## src/rtl/seg7_pkg.sv

```systemverilog
// Shared constants for the seven-segment display slice.
// Segment bit order is {g,f,e,d,c,b,a}; all patterns are active-high.
package seg7_pkg;

  localparam logic [6:0] SEG_0     = 7'h3F;
  localparam logic [6:0] SEG_1     = 7'h06;
  localparam logic [6:0] SEG_2     = 7'h5B;
  localparam logic [6:0] SEG_3     = 7'h4F;
  localparam logic [6:0] SEG_4     = 7'h66;
  localparam logic [6:0] SEG_5     = 7'h6D;
  localparam logic [6:0] SEG_6     = 7'h7D;
  localparam logic [6:0] SEG_7     = 7'h07;
  localparam logic [6:0] SEG_8     = 7'h7F;
  localparam logic [6:0] SEG_9     = 7'h6F;
  localparam logic [6:0] SEG_DASH  = 7'h40;
  localparam logic [6:0] SEG_BLANK = 7'h00;

endpackage

```

## src/rtl/seg7_decode.sv

```systemverilog
// Combinational nibble-to-segment decoder; non-BCD nibbles show a dash.
module seg7_decode
  import seg7_pkg::*;
(
  input  logic [3:0] nibble_i,
  output logic [6:0] seg_o
);

  always_comb begin
    seg_o = SEG_DASH;
    case (nibble_i)
      4'd0:    seg_o = SEG_0;
      4'd1:    seg_o = SEG_1;
      4'd2:    seg_o = SEG_2;
      4'd3:    seg_o = SEG_3;
      4'd4:    seg_o = SEG_4;
      4'd5:    seg_o = SEG_5;
      4'd6:    seg_o = SEG_6;
      4'd7:    seg_o = SEG_7;
      4'd8:    seg_o = SEG_8;
      4'd9:    seg_o = SEG_9;
      default: seg_o = SEG_DASH;
    endcase
  end

endmodule

```

## src/rtl/seven_segment_mux.sv

```systemverilog
// Time-multiplexed seven-segment driver with double-buffered display value,
// frame-aligned commit, leading-zero blanking and optional active-low outputs.
module seven_segment_mux
  import seg7_pkg::*;
#(
  parameter int NUM_DIGITS  = 4,
  parameter int REFRESH_DIV = 1000,
  parameter int ACTIVE_LOW  = 0
) (
  input  logic                    clk,
  input  logic                    rst_n,
  input  logic [4*NUM_DIGITS-1:0] bcd,
  input  logic [NUM_DIGITS-1:0]   dp,
  input  logic                    load,
  input  logic                    blank_lz,
  output logic [6:0]              seg,
  output logic                    dp_out,
  output logic [NUM_DIGITS-1:0]   an,
  output logic                    frame_start,
  output logic                    bcd_err
);

  localparam int CNT_W = $clog2(REFRESH_DIV);
  localparam int IDX_W = $clog2(NUM_DIGITS);
  localparam int BCD_W = 4 * NUM_DIGITS;
  localparam bit INV   = (ACTIVE_LOW != 0);

  localparam logic [CNT_W-1:0] CNT_LAST = CNT_W'(REFRESH_DIV - 1);
  localparam logic [IDX_W-1:0] IDX_LAST = IDX_W'(NUM_DIGITS - 1);

  logic [CNT_W-1:0]      cnt_q, cnt_d;
  logic [IDX_W-1:0]      idx_q, idx_d;
  logic [BCD_W-1:0]      disp_bcd_q, pend_bcd_q;
  logic [NUM_DIGITS-1:0] disp_dp_q, pend_dp_q;
  logic                  disp_blz_q, pend_blz_q;
  logic                  pend_q, pend_d;
  logic                  err_q;
  logic [6:0]            seg_q;
  logic                  dp_out_q;
  logic [NUM_DIGITS-1:0] an_q;
  logic                  fs_q;

  logic                  cnt_last, commit_tick, do_commit;
  logic [BCD_W-1:0]      src_bcd;
  logic [NUM_DIGITS-1:0] src_dp;
  logic                  src_blz, src_err;

  // Refresh timing and commit decision. A load on the commit cycle bypasses
  // the pending register so the freshest value lands in the next frame.
  always_comb begin
    cnt_last    = (cnt_q == CNT_LAST);
    commit_tick = cnt_last && (idx_q == IDX_LAST);
    do_commit   = commit_tick && (pend_q || load);
    cnt_d       = cnt_last ? '0 : cnt_q + 1'b1;
    idx_d       = idx_q;
    if (cnt_last) idx_d = (idx_q == IDX_LAST) ? '0 : idx_q + 1'b1;
    pend_d      = commit_tick ? 1'b0 : (load ? 1'b1 : pend_q);
    src_bcd     = load ? bcd      : pend_bcd_q;
    src_dp      = load ? dp       : pend_dp_q;
    src_blz     = load ? blank_lz : pend_blz_q;
    src_err     = 1'b0;
    for (int i = 0; i < NUM_DIGITS; i++) begin
      if (src_bcd[i*4 +: 4] > 4'd9) src_err = 1'b1;
    end
  end

  logic [NUM_DIGITS-1:0] blank_mask;
  logic                  zero_run;

  // Blanking walks down from the most significant digit; digit 0 stays lit.
  always_comb begin
    blank_mask = '0;
    zero_run   = disp_blz_q;
    for (int i = NUM_DIGITS - 1; i >= 1; i--) begin
      zero_run      = zero_run && (disp_bcd_q[i*4 +: 4] == 4'd0);
      blank_mask[i] = zero_run;
    end
  end

  logic [3:0]            sel_nib;
  logic                  sel_dp, sel_blank, fs_d;
  logic [NUM_DIGITS-1:0] an_d;
  logic [6:0]            dec_seg, seg_d;

  always_comb begin
    sel_nib   = '0;
    sel_dp    = 1'b0;
    sel_blank = 1'b0;
    an_d      = '0;
    for (int i = 0; i < NUM_DIGITS; i++) begin
      if (idx_q == IDX_W'(i)) begin
        sel_nib   = disp_bcd_q[i*4 +: 4];
        sel_dp    = disp_dp_q[i];
        sel_blank = blank_mask[i];
        an_d[i]   = 1'b1;
      end
    end
    fs_d = (idx_q == '0) && (cnt_q == '0);
  end

  seg7_decode u_decode (
    .nibble_i (sel_nib),
    .seg_o    (dec_seg)
  );

  assign seg_d = sel_blank ? SEG_BLANK : dec_seg;

  always_ff @(posedge clk) begin
    if (!rst_n) begin
      cnt_q      <= '0;
      idx_q      <= '0;
      disp_bcd_q <= '0;
      disp_dp_q  <= '0;
      disp_blz_q <= 1'b0;
      pend_bcd_q <= '0;
      pend_dp_q  <= '0;
      pend_blz_q <= 1'b0;
      pend_q     <= 1'b0;
      err_q      <= 1'b0;
      seg_q      <= INV ? ~SEG_BLANK : SEG_BLANK;
      dp_out_q   <= INV;
      an_q       <= INV ? '1 : '0;
      fs_q       <= 1'b0;
    end else begin
      cnt_q  <= cnt_d;
      idx_q  <= idx_d;
      pend_q <= pend_d;
      if (load) begin
        pend_bcd_q <= bcd;
        pend_dp_q  <= dp;
        pend_blz_q <= blank_lz;
      end
      if (do_commit) begin
        disp_bcd_q <= src_bcd;
        disp_dp_q  <= src_dp;
        disp_blz_q <= src_blz;
        err_q      <= src_err;
      end
      seg_q    <= INV ? ~seg_d  : seg_d;
      dp_out_q <= INV ? ~sel_dp : sel_dp;
      an_q     <= INV ? ~an_d   : an_d;
      fs_q     <= fs_d;
    end
  end

  assign seg         = seg_q;
  assign dp_out      = dp_out_q;
  assign an          = an_q;
  assign frame_start = fs_q;
  assign bcd_err     = err_q;

endmodule

```

## config.mk

```make
export PLATFORM = sky130hd
export DESIGN_NAME = seven_segment_mux
export DESIGN_NICKNAME = d
export VERILOG_FILES = /design/src/rtl/seg7_pkg.sv /design/src/rtl/seg7_decode.sv /design/src/rtl/seven_segment_mux.sv
export SDC_FILE = /design/constraint.sdc
export NUM_CORES = 1
export LEC_CHECK = 0
export BUFFER_PORTS_ARGS = -buffer_cell sky130_fd_sc_hd__buf_2
export CAP_MARGIN = 20
export CORE_AREA = 2 2 74 76
export DETAILED_ROUTE_END_ITERATION = 8
export DIE_AREA = 0 0 76 78
export PLACE_DENSITY = 0.89
export RECOVER_POWER = 25
export SKIP_LAST_GASP = 1
export SLEW_MARGIN = 10
export SYNTH_ARGS = -nofsm -noshare
export SYNTH_HDL_FRONTEND = slang
export SYNTH_HIERARCHICAL = 1
export SYNTH_SLANG_ARGS = --single-unit
```

## constraint.sdc

```tcl
create_clock -name clk -period 4.1 [get_ports clk]
set_input_delay 0.615 -clock clk [delete_from_list [all_inputs] [get_ports clk]]
set_output_delay 0.615 -clock clk [all_outputs]
set_load 0.01 [all_outputs]
```

==> summary by stage <==
Yosys
Synthesis produced 323 cells. The share of flip-flops with an asynchronous set or reset after synthesis is 0%. The largest family of logic cells by synthesized area is simple AND/OR/NAND/NOR gates. For this run, the number of Yosys warnings is 6. Synthesis produced a netlist with a net count of 359.

The most used flip-flop cell after synthesis is dfxtp_1. The synthesized netlist devotes between 10% and 20% of its cell area to compound gates. Synthesis inferred 69 register bits. The summed instance area of the synthesized netlist is 3080 µm². The portion of the post-synthesis area used by sequential elements is between 40% and 50%. The adder and majority cell fraction of the synthesized area is 4.88%. The distinct cell type count after synthesis is 44. The number of enable-type register cells in the synthesized netlist is 0. Of the post-synthesis cell area, the part taken by muxes is 7.32%. The simple logic cell fraction of the synthesized area is 21.2%. The post-synthesis share of cell area spent on xor and xnor gates is roughly 2.3%. The average instance in the mapped netlist occupies 9.52 µm².

Floorplan
The die height is ~80 µm. The die covers 5930 µm². The initialized floorplan defines 26 standard-cell rows. The starting density of the core is 61.0%. After floorplanning, the core was sized to cover 5040 µm². The floorplan step set the die width to 76 µm. The number of I/O pins is 38.

Timing
The actual slew at the worst max-slew pin is ~2200 ps. The final worst-path cycle share is 71.2%. The maximum clock skew at final layout is 10.4 ps. The post-route worst hold slack is 461 ps. The clock period could shrink to 2920 ps. The final-report setup violation count is 0. Setup repair after global routing left no endpoint under its margin. Derived from the worst setup path, the maximum achievable clock frequency is 343 MHz. The hold violation count in the final report is 0.

For the final routed database, the setup TNS stands at 0 ps. The number of pins exceeding their max-slew limit in the final report came to 64. Headroom to the max-slew limit came out at -44.6%.

Placement
Port buffering added 37 buffers. The half-perimeter wire length after placement is 3880 µm. The routability congestion estimate is ~0.89.

Including well taps, the total number of placed cells is between 400 and 500.

Route
The average wire per standard cell is 13.3 µm. The first-pass detailed-route iteration total is 4. The number of nets still failing antenna checks after routing is 0. After detailed routing, the number of vias per cell comes to 5.45.

The violation count after the first detailed-routing iteration is 143. The vias after detailed routing is 2,338. The remaining design rule violation count is 0. The routed wire length is 5710 µm.

Clock tree
The H-tree generated during clock tree synthesis spans 3 levels. The total clock buffers created by CTS is 9. The quantity of hold-fixing buffers added after cts is 0. Clock-pin slew was measured on the worst setup and hold paths at 70 ps. The later pin in the worst-skew pair is clocked with a latency of between 300 and 400 ps. In this run the deepest clock path goes through 2 buffers.

The number of cells upsized or downsized after cts is 0. TritonCTS built the clock tree. CTS saw 69 sinks. The number of buffers inserted to repair setup after CTS is 0. The cell sitting at the root of the clock tree is a clkbuf_8.

Worst setup path
The worst-case register-to-register setup slack is 1180 ps. The worst setup path is of the flop to flop kind. STA classifies the critical path endpoint as a flop. The startpoint class of the critical path is a flop.

Along the worst path, the maximum fanout reaches 12. STA puts the critical path data arrival time at 3140 ps. Counting cells, the worst reg-to-reg path comes to 11. The slowest stage of the critical path is the o21ai_0 cell. The worst register-to-register path begins at idx_q[1]. The critical path required time is between 4000 and 5000 ps. Walking the worst path, the cells encountered are inv_1 > ha_1 > nand3b_1 > a21oi_1 > a21oi_1 > o21ai_0 > inv_1 > ha_1 > and2b_1 > o31a_1 > and3_1. The worst reg2reg path endpoint is seg[5]. The largest single stage delay on the critical path is 620 ps.

GRT
The total track usage is 20.5%. Entering global routing, the biggest net connects 64 pins. The first global-routing pass estimated 9670 µm of wire. The initial antenna violation count is 0. The sum of overflow across all layers after global routing is 0. The number of global-route vias before repair is 2,165.

Final layout
The layout-stage area growth over the synthesis result is 12.2%. The ratio of cells with drive above 1 in the final layout is 15.9%. The count of cells in the finished layout, fillers not included, comes to 429. The repair_antennas step left the layout with diodes totalling 0.

Counting the fill cells in the layout gives 393. After the last flow step, the layout net total stands at 390.

Power
VDD sags by at most between 0.2 and 0.3 mV. For this design the static power due to leakage is about 1.7 nW. The design draws roughly 1.3 mW. Power spread over the standard cell area amounts to 380 nW/µm².

Status
The final reports fail on capacitance limit, slew limit. The run finished, with violations left.

Hold path
The startpoint of the most critical hold path is cnt_q[0]. Counting instances, the worst hold path has a depth of 1. The worst-case hold path end point is cnt_q[0].

The worst hold path belongs to the class flop to flop.

Job
The max-capacitance violation count is 1.
## power breakdown
group / leakage, nW / total [mW] / switching, mW / internal (mW)
Combinational: 1.03 / 0.0791 / 0.0425 / 0.0367
Clock: 0.0964 / 0.533 / 0.237 / 0.296
Sequential: 0.564 / 0.699 / 0.00839 / 0.690
Total: 1.69 / 1.31 / 0.288 / 1.02
## critical path: cells and delay by family (launching register included)
family / cells / cell delay, ps
DFF: 1 / 380
buffers and inverters: 2 / 290
and+or+nand+nor: 3 / 530
AOI/OAI and AO/OA: 4 / 1060
adders and majority gates: 2 / 550
## worst max-delay path by stage
stage	depth (start not counted)	start	end	slack, ps
after floorplan	12	idx_q[1]	seg[5]	1500
after global placement	11	idx_q[1]	seg[5]	1400
after detailed placement	11	idx_q[1]	seg[5]	1270
after CTS	11	idx_q[1]	seg[5]	1220
after global routing	11	idx_q[1]	seg[5]	940
final	11	idx_q[1]	seg[5]	1180
## cells in the mapped netlist (2+ instances only)
| master | n | area [µm²] |
|---|---|---|
| dfxtp_1 | 69 | 1380 |
| nand2_1 | 37 | 139 |
| nor2b_1 | 23 | 144 |
| mux2i_1 | 21 | 210 |
| o211a_1 | 21 | 210 |
| nor2_1 | 13 | 48.8 |
| a21oi_1 | 12 | 60.1 |
| ha_1 | 12 | 150 |
| o21ai_0 | 11 | 55.1 |
| inv_1 | 10 | 37.5 |
| clkbuf_1 | 9 | 33.8 |
| and2_1 | 7 | 43.8 |
| and3_1 | 7 | 43.8 |
| buf_2 | 6 | 30.0 |
| nand3_1 | 6 | 30.0 |
| nand3b_1 | 5 | 37.5 |
| xnor2_1 | 5 | 43.8 |
| nor3_1 | 4 | 20.0 |
| nor4_1 | 4 | 25.0 |
| o211ai_1 | 4 | 30.0 |
| nand2b_1 | 3 | 18.8 |
| o22ai_1 | 3 | 18.8 |
| xor2_1 | 3 | 26.3 |
| a21o_1 | 2 | 15.0 |
| buf_1 | 2 | 7.51 |
| buf_6 | 2 | 22.5 |
| nand4_1 | 2 | 12.5 |
| nor3b_1 | 2 | 15.0 |
| o21a_1 | 2 | 15.0 |
| or3_1 | 2 | 12.5 |
## registers in the layout (all words and copies together), names as in the netlist
signal       flops
pend_blz_q       1
idx_q            2
pend_q           1
frame_start      1
disp_bcd_q      16
cnt_q           10
pend_dp_q        4
pend_bcd_q      16
dp_out           1
seg              7
bcd_err          1
an               4
disp_blz_q       1
disp_dp_q        4
## routing by layer
layer / part of all wire (%) / GRT usage [%] / up-vias
li1: - / - / 1178
met1: 47 / 25.8 / 1078
met2: 46 / 33.4 / 71
met3: 5.3 / 6.16 / 11
met4: 1.8 / 7.64 / 0
met5: 0 / 0 / -
## placed cells by master, fill, tap and decap left out, drive strengths merged, types with 2 or more instances in the layout
| cell | n |
|---|---|
| a21boi | 2 |
| a21o | 2 |
| a21oi | 12 |
| and2 | 7 |
| and3 | 8 |
| buf | 39 |
| clkbuf | 13 |
| clkinv | 2 |
| dfxtp | 69 |
| ha | 12 |
| inv | 10 |
| mux2i | 21 |
| nand2 | 37 |
| nand2b | 3 |
| nand3 | 6 |
| nand3b | 5 |
| nand4 | 2 |
| nor2 | 13 |
| nor2b | 23 |
| nor3 | 4 |
| nor3b | 2 |
| nor4 | 5 |
| o211a | 21 |
| o211ai | 4 |
| o21a | 2 |
| o21ai | 11 |
| o22ai | 3 |
| or3 | 2 |
| xnor2 | 5 |
| xor2 | 3 |
## layout make-up
class                   count  area [µm²]  area share (%)
inverters                  10        37.5            1.09
clock inverters             4        47.5            1.38
clock buffers              12         145            4.20
multi-input cells         224        1550            44.9
well taps                  70        87.6            2.54
flip-flops and latches     69        1380            40.0
repair buffers             40         204            5.91
## cells by family after synthesis
group	Yosys count
flip-flops	69
XOR/XNOR	8
AND/OR/NAND/NOR	121
multiplexers	22
adder cells (fa/ha/maj)	12
buffers and inverters	30
AO/OA/AOI/OAI	61
## through the flow
| stage | area (µm²) | utilization, % | setup WS (ps) |
|---|---|---|---|
| floorplan | 3080 | - | 1500 |
| global placement | 3260 | 64.6 | 1400 |
| detailed placement | 3260 | 64.6 | 1270 |
| CTS | 3450 | 68.4 | 1220 |
| global route | 3450 | 68.5 | 940 |
| finish | 3450 | 68.5 | 1180 |
Note: power is estimated with default switching activity, not from simulation.
